**src/rtl/alu_result_demux_pkg.sv**
```systemverilog
// Shared ALU definitions: result/operand destination select encodings.
package alu_result_demux_pkg;

  typedef enum logic [1:0] {
    SEL_A   = 2'b00,
    SEL_B   = 2'b01,
    SEL_C   = 2'b10,
    SEL_ILL = 2'b11
  } alu_sel_e;

  function automatic logic sel_legal(input logic [1:0] sel);
    return sel != SEL_ILL;
  endfunction

endpackage

```
**src/rtl/alu_result_demux_fifo.sv**
```systemverilog
// result_fifo: circular buffer of {sel,data} entries with occupancy count.
module result_fifo #(
  parameter int unsigned W     = 10,
  parameter int unsigned DEPTH = 2
) (
  input  logic                         clk,
  input  logic                         rst_n,
  input  logic                         push,
  input  logic                         pop,
  input  logic [W-1:0]                 wr_data,
  output logic [W-1:0]                 rd_data,
  output logic                         full,
  output logic                         empty,
  output logic [$clog2(DEPTH+1)-1:0]   count
);

  localparam int unsigned AW = $clog2(DEPTH);
  localparam int unsigned CW = $clog2(DEPTH+1);

  logic [W-1:0]  mem [DEPTH];
  logic [AW-1:0] wptr;
  logic [AW-1:0] rptr;
  logic          do_push;
  logic          do_pop;

  assign full    = (count == CW'(DEPTH));
  assign empty   = (count == '0);
  assign do_push = push && !full;
  assign do_pop  = pop && !empty;
  assign rd_data = mem[rptr];

  // Storage is not reset: entries are only observed through count.
  always_ff @(posedge clk) begin
    if (do_push) mem[wptr] <= wr_data;
  end

  // DEPTH is a power of two, so pointers wrap by natural overflow.
  always_ff @(posedge clk or negedge rst_n) begin
    if (!rst_n) begin
      wptr  <= '0;
      rptr  <= '0;
      count <= '0;
    end else begin
      if (do_push) wptr <= wptr + AW'(1);
      if (do_pop)  rptr <= rptr + AW'(1);
      unique case ({do_push, do_pop})
        2'b10:   count <= count + CW'(1);
        2'b01:   count <= count - CW'(1);
        default: count <= count;
      endcase
    end
  end

endmodule

```
**src/rtl/alu_result_demux.sv**
```systemverilog
// Routes buffered ALU results to one of three destination channels, in order.
module alu_result_demux
  import alu_result_demux_pkg::*;
#(
  parameter int unsigned WIDTH = 8,
  parameter int unsigned DEPTH = 2
) (
  input  logic                       clk,
  input  logic                       rst_n,
  input  logic                       in_valid,
  output logic                       in_ready,
  input  logic signed [WIDTH-1:0]    in_data,
  input  logic [1:0]                 in_sel,
  output logic signed [WIDTH-1:0]    a_data,
  output logic signed [WIDTH-1:0]    b_data,
  output logic signed [WIDTH-1:0]    c_data,
  output logic                       a_valid,
  output logic                       b_valid,
  output logic                       c_valid,
  input  logic                       a_ready,
  input  logic                       b_ready,
  input  logic                       c_ready,
  output logic                       err,
  input  logic                       err_clr,
  output logic [$clog2(DEPTH+1)-1:0] count
);

  logic                    accept;
  logic                    push;
  logic                    pop;
  logic                    full;
  logic                    empty;
  logic [WIDTH+1:0]        head;
  logic [1:0]              head_sel;
  logic signed [WIDTH-1:0] head_data;

  assign in_ready  = !full;
  assign accept    = in_valid && in_ready;
  assign push      = accept && sel_legal(in_sel);
  assign head_sel  = head[WIDTH+1:WIDTH];
  assign head_data = head[WIDTH-1:0];

  result_fifo #(
    .W     (WIDTH + 2),
    .DEPTH (DEPTH)
  ) u_fifo (
    .clk     (clk),
    .rst_n   (rst_n),
    .push    (push),
    .pop     (pop),
    .wr_data ({in_sel, in_data}),
    .rd_data (head),
    .full    (full),
    .empty   (empty),
    .count   (count)
  );

  always_comb begin
    a_valid = !empty && (head_sel == SEL_A);
    b_valid = !empty && (head_sel == SEL_B);
    c_valid = !empty && (head_sel == SEL_C);
    a_data  = a_valid ? head_data : '0;
    b_data  = b_valid ? head_data : '0;
    c_data  = c_valid ? head_data : '0;
    pop     = (a_valid && a_ready) || (b_valid && b_ready) || (c_valid && c_ready);
  end

  // A new illegal accept wins over a simultaneous clear.
  always_ff @(posedge clk or negedge rst_n) begin
    if (!rst_n) begin
      err <= 1'b0;
    end else if (accept && !sel_legal(in_sel)) begin
      err <= 1'b1;
    end else if (err_clr) begin
      err <= 1'b0;
    end
  end

endmodule

```
**config.mk**
```make
export PLATFORM = sky130hd
export DESIGN_NAME = alu_result_demux
export DESIGN_NICKNAME = d
export VERILOG_FILES = /design/src/rtl/alu_result_demux_pkg.sv /design/src/rtl/alu_result_demux_fifo.sv /design/src/rtl/alu_result_demux.sv
export SDC_FILE = /design/constraint.sdc
export NUM_CORES = 1
export LEC_CHECK = 0
export ABC_AREA = 1
export CAP_MARGIN = 20
export CORE_MARGIN = 5
export CORE_UTILIZATION = 57
export DETAILED_ROUTE_END_ITERATION = 8
export DONT_BUFFER_PORTS = 1
export GPL_TIMING_DRIVEN = 1
export HOLD_SLACK_MARGIN = 0.12
export PLACE_DENSITY = 0.75
export SYNTH_ARGS = -nofsm -noshare
export SYNTH_HDL_FRONTEND = slang
export SYNTH_SLANG_ARGS = --single-unit
```
**constraint.sdc**
```tcl
create_clock -name clk -period 3.6 [get_ports clk]
set_input_delay 0.18 -clock clk [delete_from_list [all_inputs] [get_ports clk]]
set_output_delay 0.18 -clock clk [all_outputs]
set_load 0.005 [all_outputs]
```
==> metrics.md, run 1 <==
| Metric | Value |
|---|---|
| Status | `finished, final reports clean` |
| Core box area | `~0.0021 mm2` |
| Post-Synthesis Cells | `just over 100` |
| Root buffer cell | `clkbuf_4` |
| Clock Latency Late Sink | `roughly 0.30 ns` |
| Dpl hpwl | `about 1700 um` |
| Crit Path Category | `reg2reg` |
| Fin crit share | `0.615` |
| Synth area leader | `edfxtp_1` |
| Synth area leaders | `edfxtp_1 (48%), dfrtp_1 (10%), nor2_2 (7.5%)` |
| Register area | `just over 700 um2` |
| Post-Syn Nets | `120` |
| Clock edge transition at the registers on the reported setup and hold paths | `between 0.1 and 0.15 ns` |
| Routability Congestion | `approximately 0.70` |
| Critical Path RT | `between 3 and 4 ns` |
| Clk buf depth | `2` |
| Post-layout util | `0.666` |
| XOR/XNOR share of the synthesized area | `0.0210` |
| Family with the most delay on the worst path | `flip-flops` |
| Initial Util | `0.582` |
| Post-synth top cells | `edfxtp_1 (20), nor2_2 (15), nor2_1 (11)` |
| Slew @ Worst Pin | `around 0.82 ns` |
| Postcts setup bufs | `0` |
| Pwr dens | `roughly 750 mW/mm2` |
| PostCTS Resize Cnt | `0` |
| Post-synth cell types | `23` |
| Placement Rows | `17` |
| First-pass GRT wire length | `about 3700 um` |
| Fin Setup TNS | `0 ns` |
| DR WL/cell | `15.5 um` |
| CP max stage cell | `dfrtp_1` |
| Fillcell total | `approximately 160` |
| Critical path arrival | `roughly 2.4 ns` |
| Max Cap Viol | `0` |
| Sequential share of power | `0.419` |
| CP Cell Sequence | `inv_1 > nand2_1 > nand2_8 > nand3_1 > nand3_2 > ha_1 > a21oi_1 > o21ai_0 > xnor2_1` |
| Worst hold slack | `0.148 ns` |
| Detail Route Antenna Nets | `0` |
| Adder-cell share of the synthesized area | `0.0100` |
| Max rail drop VDD | `approximately 0.00043 V` |
| Detailed Routing Iterations Pass 1 | `3` |
| Crit path max fanout | `12` |
| Clock sink total | `25` |
| Number of synthesized flops with an enable pin | `20` |
| Post-Route WL | `2270 um` |
| P_leak | `around 0.57 nW` |
| Largest family of logic cells by synthesized area | `simple AND/OR/NAND/NOR gates` |
| Worst Path Buf+Inv | `1` |
| FMAX | `452 MHz` |
| Part of the power in combinational logic | `0.472` |
| Port bufs | `0` |
| Total global routing track utilization | `0.151` |
| Share of layout cells above drive strength 1 | `0.271` |
| Clock power frac | `0.109` |
| Aggregate global routing overflow | `0` |
| Yosys top cell area share | `0.480` |
| Worst Clk Skew | `between 0.0009 and 0.001 ns` |
| Startpoint Class | `flop` |
| Hold-fix buffers, CTS | `13` |
| Post-synthesis sequential area ratio | `0.580` |
| Via count | `759` |
| Final Hold Viols | `0` |
| Crit end category | `flop` |
| Area of the multi-input gates | `459 um2` |
| P_sw | `roughly 0.47 mW` |
| Synth Area in Simple Gates | `0.254` |
| DR iter-0 viols | `15` |
| CTS buffer count | `3` |
| Inserted Diodes | `0` |
| DRC | `0` |
| CP max stage delay | `around 0.73 ns` |
| P_int | `roughly 0.6 mW` |
| Die area | `approximately 0.0032 mm2` |
| Post-Syn Area | `between 0.001 and 0.0015 mm2` |
| Yosys warns | `0` |
| Avg Cell Area, Syn | `about 12 um2` |
| H-tree depth | `1` |
| Period minus WS final | `2.21 ns` |
| Switching part of the total power | `0.440` |
| Placed cells | `roughly 130` |
| Vias per inst | `about 5.2` |
| Share of flip-flops with an asynchronous set or reset | `0.200` |
| Vias in the first global route | `between 800 and 900` |
| Compound-cell area share of the yosys netlist | `0.0180` |
| CTS tree | `yes` |
| Count leader, synth | `edfxtp_1` |
| Main synth FF type | `edfxtp_1` |
| Mux cell area share after synthesis | `0.0640` |
| Post-route insts no fill | `between 100 and 150` |
| #FFs+latches synth | `25` |
| Area Growth Syn to Fin | `14.4%` |
| Final Max Slew Viols | `0` |
| R2r setup slk | `1.39 ns` |
| I/O pin count | `48` |
| Die span in y | `approximately 57 um` |
| Class of the worst hold path | `in2async` |
| Initial antenna violation count | `0` |
| Nets | `137` |
| Finish-stage setup viols | `0` |
| Die span in x | `between 50 and 60 um` |
| Largest net degree at the start of global routing | `14` |
| Slew margin rel. | `0.451` |
| RSZ-0062 raised after global routing | `false` |
final timing paths:
| check | startpoint | to | depth (start not counted) |
|---|---|---|---|
| worst max register to register | u_fifo.rptr$_DFFE_PN0P_ | u_fifo.count[1]$_DFFE_PN0P_ | 9 |
| min in group clk | in_sel[1] | u_fifo.wptr$_DFFE_PN0P_ | 3 |
| worst min register to register | err$_DFFE_PN0P_ | err$_DFFE_PN0P_ | 2 |
| worst min-delay path | rst_n | u_fifo.count[0]$_DFFE_PN0P_ | 1 |
| worst max-delay path | u_fifo.rptr$_DFFE_PN0P_ | u_fifo.count[1]$_DFFE_PN0P_ | 9 |
| max in group asynchronous | rst_n | err$_DFFE_PN0P_ | 1 |
flip-flops by register name (all words and copies together) (netlist names):
name	cells
err	1
u_fifo.count	2
u_fifo.mem	20
u_fifo.rptr	1
u_fifo.wptr	1
cell type report:
| class | instances | area share |
|---|---|---|
| clock buffer | 4 | 0.0184 |
| inverter | 12 | 0.0385 |
| multi-input combinational | 64 | 0.321 |
| sequential | 25 | 0.507 |
| tap | 28 | 0.0245 |
| timing repair buffer | 13 | 0.0909 |
placed cells by master, fill, tap and decap left out, types with 3 or more instances in the layout:
cell type      count
clkbuf_4           3
dfrtp_1            5
dlygate4sd3_1     13
edfxtp_1          20
inv_1              8
inv_4              4
mux2i_1            8
nand2_1            8
nand3_2            3
nor2_1            11
nor2_2            15
kinds of logic (layout without fill, tap and decap cells):
kind of cell | count (synthesis) | count (layout)
flops | 25 | 25
compound gates | 4 | 4
buf+inv | 13 | 29
xor+xnor | 3 | 3
simple gates | 48 | 48
mux | 8 | 8
fa+ha+maj | 1 | 1
worst register-to-register path: cells and delay by family, from the launching register on:
| family | cells | cell delay, ns |
|---|---|---|
| compound gates | 2 | 0.24 |
| xor+xnor | 1 | 0.14 |
| fa+ha+maj | 1 | 0.33 |
| buf+inv | 1 | 0.15 |
| flops | 1 | 0.73 |
| simple gates | 4 | 0.52 |
power by group through the flow:
| stage | clock [mW] | sequential [mW] | combinational (mW) |
|---|---|---|---|
| 3_5_place_dp | 0 | 0.458 | 0.504 |
| 2_1_floorplan | 0 | 0.423 | 0.461 |
| 4_1_cts | 0.120 | 0.452 | 0.519 |
| 5_1_grt | 0.132 | 0.460 | 0.563 |
| 3_3_place_gp | 0 | 0.454 | 0.490 |
| 6_report | 0.117 | 0.451 | 0.507 |
through the flow:
stage / power [mW] / setup WS [ns] / instance area [um2]
after floorplan: 0.884 / 1.89 / 1250
after global placement: 0.944 / 1.49 / 1270
after detailed placement: 0.962 / 1.38 / 1270
after CTS: 1.09 / 1.36 / 1430
after global routing: 1.16 / 1.21 / 1430
final: 1.07 / 1.39 / 1430
layer usage:
metal  up-vias  GRT usage  routed length, um
met5         -          0                  0
met1       361      0.163                831
met4         0     0.0596                 18
met2        25      0.277               1280
met3         2     0.0391                141
li1        371          -                  -
(Power assumes the default switching activity.)
==> inputs of run 2 (changes only) <==
- clock period: 3.6 -> 2.3 ns (I/O delays scaled with it)
==> metrics.md, run 2 (synthesis gave the netlist of run 1 again) <==
| Metric | Value |
|---|---|
| Placed cells | `132 (+2.3%)` |
| Status | `finished, final reports clean` |
| Port bufs | `0 (unchanged)` |
| Biggest regs | `u_fifo.mem (20), u_fifo.count (2)` |
| Final Hold Viols | `0 (unchanged)` |
| Via count | `786 (+3.6%)` |
| Core box area | `0.00215 mm2 (unchanged)` |
| Aggregate global routing overflow | `0 (unchanged)` |
| Dpl hpwl | `1660 um (-0.94%)` |
| CP max stage delay | `0.56 ns (-0.17 ns)` |
| RR Endpoint | `u_fifo.count[1]$_DFFE_PN0P_` |
| Finish-stage setup viols | `0 (unchanged)` |
| Register area | `726 um2 (unchanged)` |
| DR WL/cell | `15.1 um (-3.0%)` |
| Die span in x | `56.9 um (unchanged)` |
| Vias in the first global route | `830 (+2.2%)` |
| Routability Congestion | `0.690 (-1.3%)` |
| Max rail drop VDD | `0.000833 V (+95%)` |
| DRC | `0 (unchanged)` |
| Largest net degree at the start of global routing | `14 (unchanged)` |
| Pre-CTS setup slack | `0.301 ns (-1.08 ns)` |
| Area of the multi-input gates | `459 um2 (unchanged)` |
| Sequential share of power | `0.394 (-0.025)` |
| Initial Util | `0.582 (unchanged)` |
| Clock edge transition at the registers on the reported setup and hold paths | `0.12 ns (about the same)` |
| P_leak | `0.598 nW (+5.0%)` |
| Switching part of the total power | `0.435 (-0.00485)` |
| Post-layout util | `0.691 (+0.0245)` |
| Area Growth Syn to Fin | `18.6%` |
| Clk buf depth | `2 (unchanged)` |
| P_int | `0.980 mW (+63%)` |
| Register with the most flip-flops | `u_fifo.mem` |
| Root buffer cell | `clkbuf_4` |
| Startpoint Class | `flop` |
| CP max stage cell | `dfrtp_1` |
| CTS tree | `yes` |
| Slew @ Worst Pin | `0.414 ns (-0.407 ns)` |
| Class of the worst hold path | `in2reg` |
| Slew margin rel. | `0.716 (+0.265)` |
| Commonest non-fill, non-tap cell in the layout | `edfxtp_1` |
| Post-Route WL | `2290 um (+0.97%)` |
| CP Cell Sequence | `inv_1 > nand2_1 > nand2_8 > nand3_1 > nand3_2 > ha_1 > a21oi_1 > o21ai_0 > xnor2_1` |
| Reg-to-Reg Start | `u_fifo.rptr$_DFFE_PN0P_` |
| Part of the power in combinational logic | `0.498 (+0.026)` |
| Vias per inst | `5.17 (-0.53%)` |
| Detailed Routing Iterations Pass 1 | `4 (+1)` |
| Post-route insts no fill | `152 (+4.1%)` |
| Fin crit share | `0.862 (+0.247)` |
| Initial antenna violation count | `0 (unchanged)` |
| Die area | `0.00323 mm2 (unchanged)` |
| Worst reg2reg path depth | `9 (unchanged)` |
| Critical Path RT | `2.50 ns (-1.30 ns)` |
| PnR Total Power | `1.73 mW (+61%)` |
| P_sw | `0.754 mW (+60%)` |
| Critical path arrival | `2.19 ns (-0.23 ns)` |
| Worst Path Buf+Inv | `1 (unchanged)` |
| Crit Path Category | `reg2reg` |
| R2r setup slk | `0.32 ns (-1.07 ns)` |
| RSZ-0062 raised after global routing | `false` |
| Clock Latency Late Sink | `0.31 ns (about the same)` |
| Crit end category | `flop` |
| Hold Startpoint | `c_ready` |
| H-tree depth | `1 (unchanged)` |
| Nets | `143 (+4.4%)` |
| Inserted Diodes | `0 (unchanged)` |
| Clock power frac | `0.108 (about the same)` |
| Die span in y | `56.9 um (unchanged)` |
| Clock sink total | `25 (unchanged)` |
| Detail Route Antenna Nets | `0 (unchanged)` |
| Share of layout cells above drive strength 1 | `0.282 (+0.0111)` |
| Period minus WS final | `1.98 ns (-0.231 ns)` |
| Fillcell total | `158 (+1.9%)` |
| PnR worst setup slack | `0.316 ns (-1.07 ns)` |
| Placement Rows | `17 (unchanged)` |
| Hold EP | `u_fifo.rptr$_DFFE_PN0P_` |
| FMAX | `504 MHz (+12%)` |
| Worst Clk Skew | `0.00254 ns (+0.00162 ns)` |
| Fin Setup TNS | `0 ns (unchanged)` |
| Pwr dens | `1170 mW/mm2 (+56%)` |
| Total global routing track utilization | `0.149 (-0.00180)` |
| First-pass GRT wire length | `3770 um (+1.5%)` |
| Hold path depth | `4` |
| Max Cap Viol | `0 (unchanged)` |
| Most frequent cells in the layout | `edfxtp_1 (20), dlygate4sd3_1 (16), nor2_2 (15), nor2_1 (11)` |
| Crit path max fanout | `8 (-4)` |
| DR iter-0 viols | `4 (-11)` |
| I/O pin count | `48 (unchanged)` |
| Largest register FFs | `20 (unchanged)` |
| Family with the most delay on the worst path | `flip-flops` |
| CTS buffer count | `3 (unchanged)` |
| Final Max Slew Viols | `0 (unchanged)` |
run 2: changes by cell type in the layout (fill, tap and decap cells not counted), sizes merged:
cell / delta
dlygate4sd3: +3
buf: +3
run 2: power by group through the flow:
stage	sequential, mW	clock (mW)	combinational (mW)
2_1_floorplan	0.662	0	0.722
3_3_place_gp	0.689	0	0.813
3_5_place_dp	0.695	0	0.829
4_1_cts	0.684	0.192	0.875
5_1_grt	0.700	0.211	0.961
6_report	0.683	0.186	0.864
run 2: worst max path at each step:
stage,from,end,slack [ns],cells past startpoint
2_1_floorplan,u_fifo.count[0]$_DFFE_PN0P_,u_fifo.count[1]$_DFFE_PN0P_,0.59,8
3_3_place_gp,u_fifo.rptr$_DFFE_PN0P_,u_fifo.count[1]$_DFFE_PN0P_,0.40,9
3_5_place_dp,u_fifo.rptr$_DFFE_PN0P_,u_fifo.count[1]$_DFFE_PN0P_,0.30,9
4_1_cts,u_fifo.rptr$_DFFE_PN0P_,u_fifo.count[1]$_DFFE_PN0P_,0.28,9
5_1_grt,u_fifo.rptr$_DFFE_PN0P_,u_fifo.count[1]$_DFFE_PN0P_,0.10,10
6_report,u_fifo.rptr$_DFFE_PN0P_,u_fifo.count[1]$_DFFE_PN0P_,0.32,9
run 2: layout make-up:
type / instances / share of cell area
clock buffer: 4 / 0.0177
inverter: 12 / 0.0371
multi-input combinational: 64 / 0.309
sequential: 25 / 0.489
tap: 28 / 0.0236
timing repair buffer: 19 / 0.123
run 2: metal layers:
layer | share of wire | up-vias | track usage
met5 | 0 | - | 0
met4 | 0.024 | 0 | 0.0695
met3 | 0.055 | 7 | 0.0253
li1 | - | 379 | -
met2 | 0.53 | 32 | 0.264
met1 | 0.39 | 368 | 0.173
run 2: metrics by stage:
step           hold WS (ns)  instance area, um2
4_1_cts               0.135                1480
3_3_place_gp         -0.180                1300
6_report              0.137                1480
5_1_grt               0.161                1480
2_1_floorplan        -0.181                1250
3_5_place_dp         -0.181                1300
run 2: worst register-to-register path, cell delays in order, from the launching register on:
cell     delay [ns]
dfrtp_1        0.56
inv_1          0.13
nand2_1        0.17
nand2_8        0.10
nand3_1        0.14
nand3_2        0.10
ha_1           0.32
a21oi_1        0.11
o21ai_0        0.11
xnor2_1        0.15
run 2: what timing repair did:
action,CTS,global route
resized for setup,0,0
hold endpoints to repair,28,0
buffers inserted,0,0
hold buffers,16,0
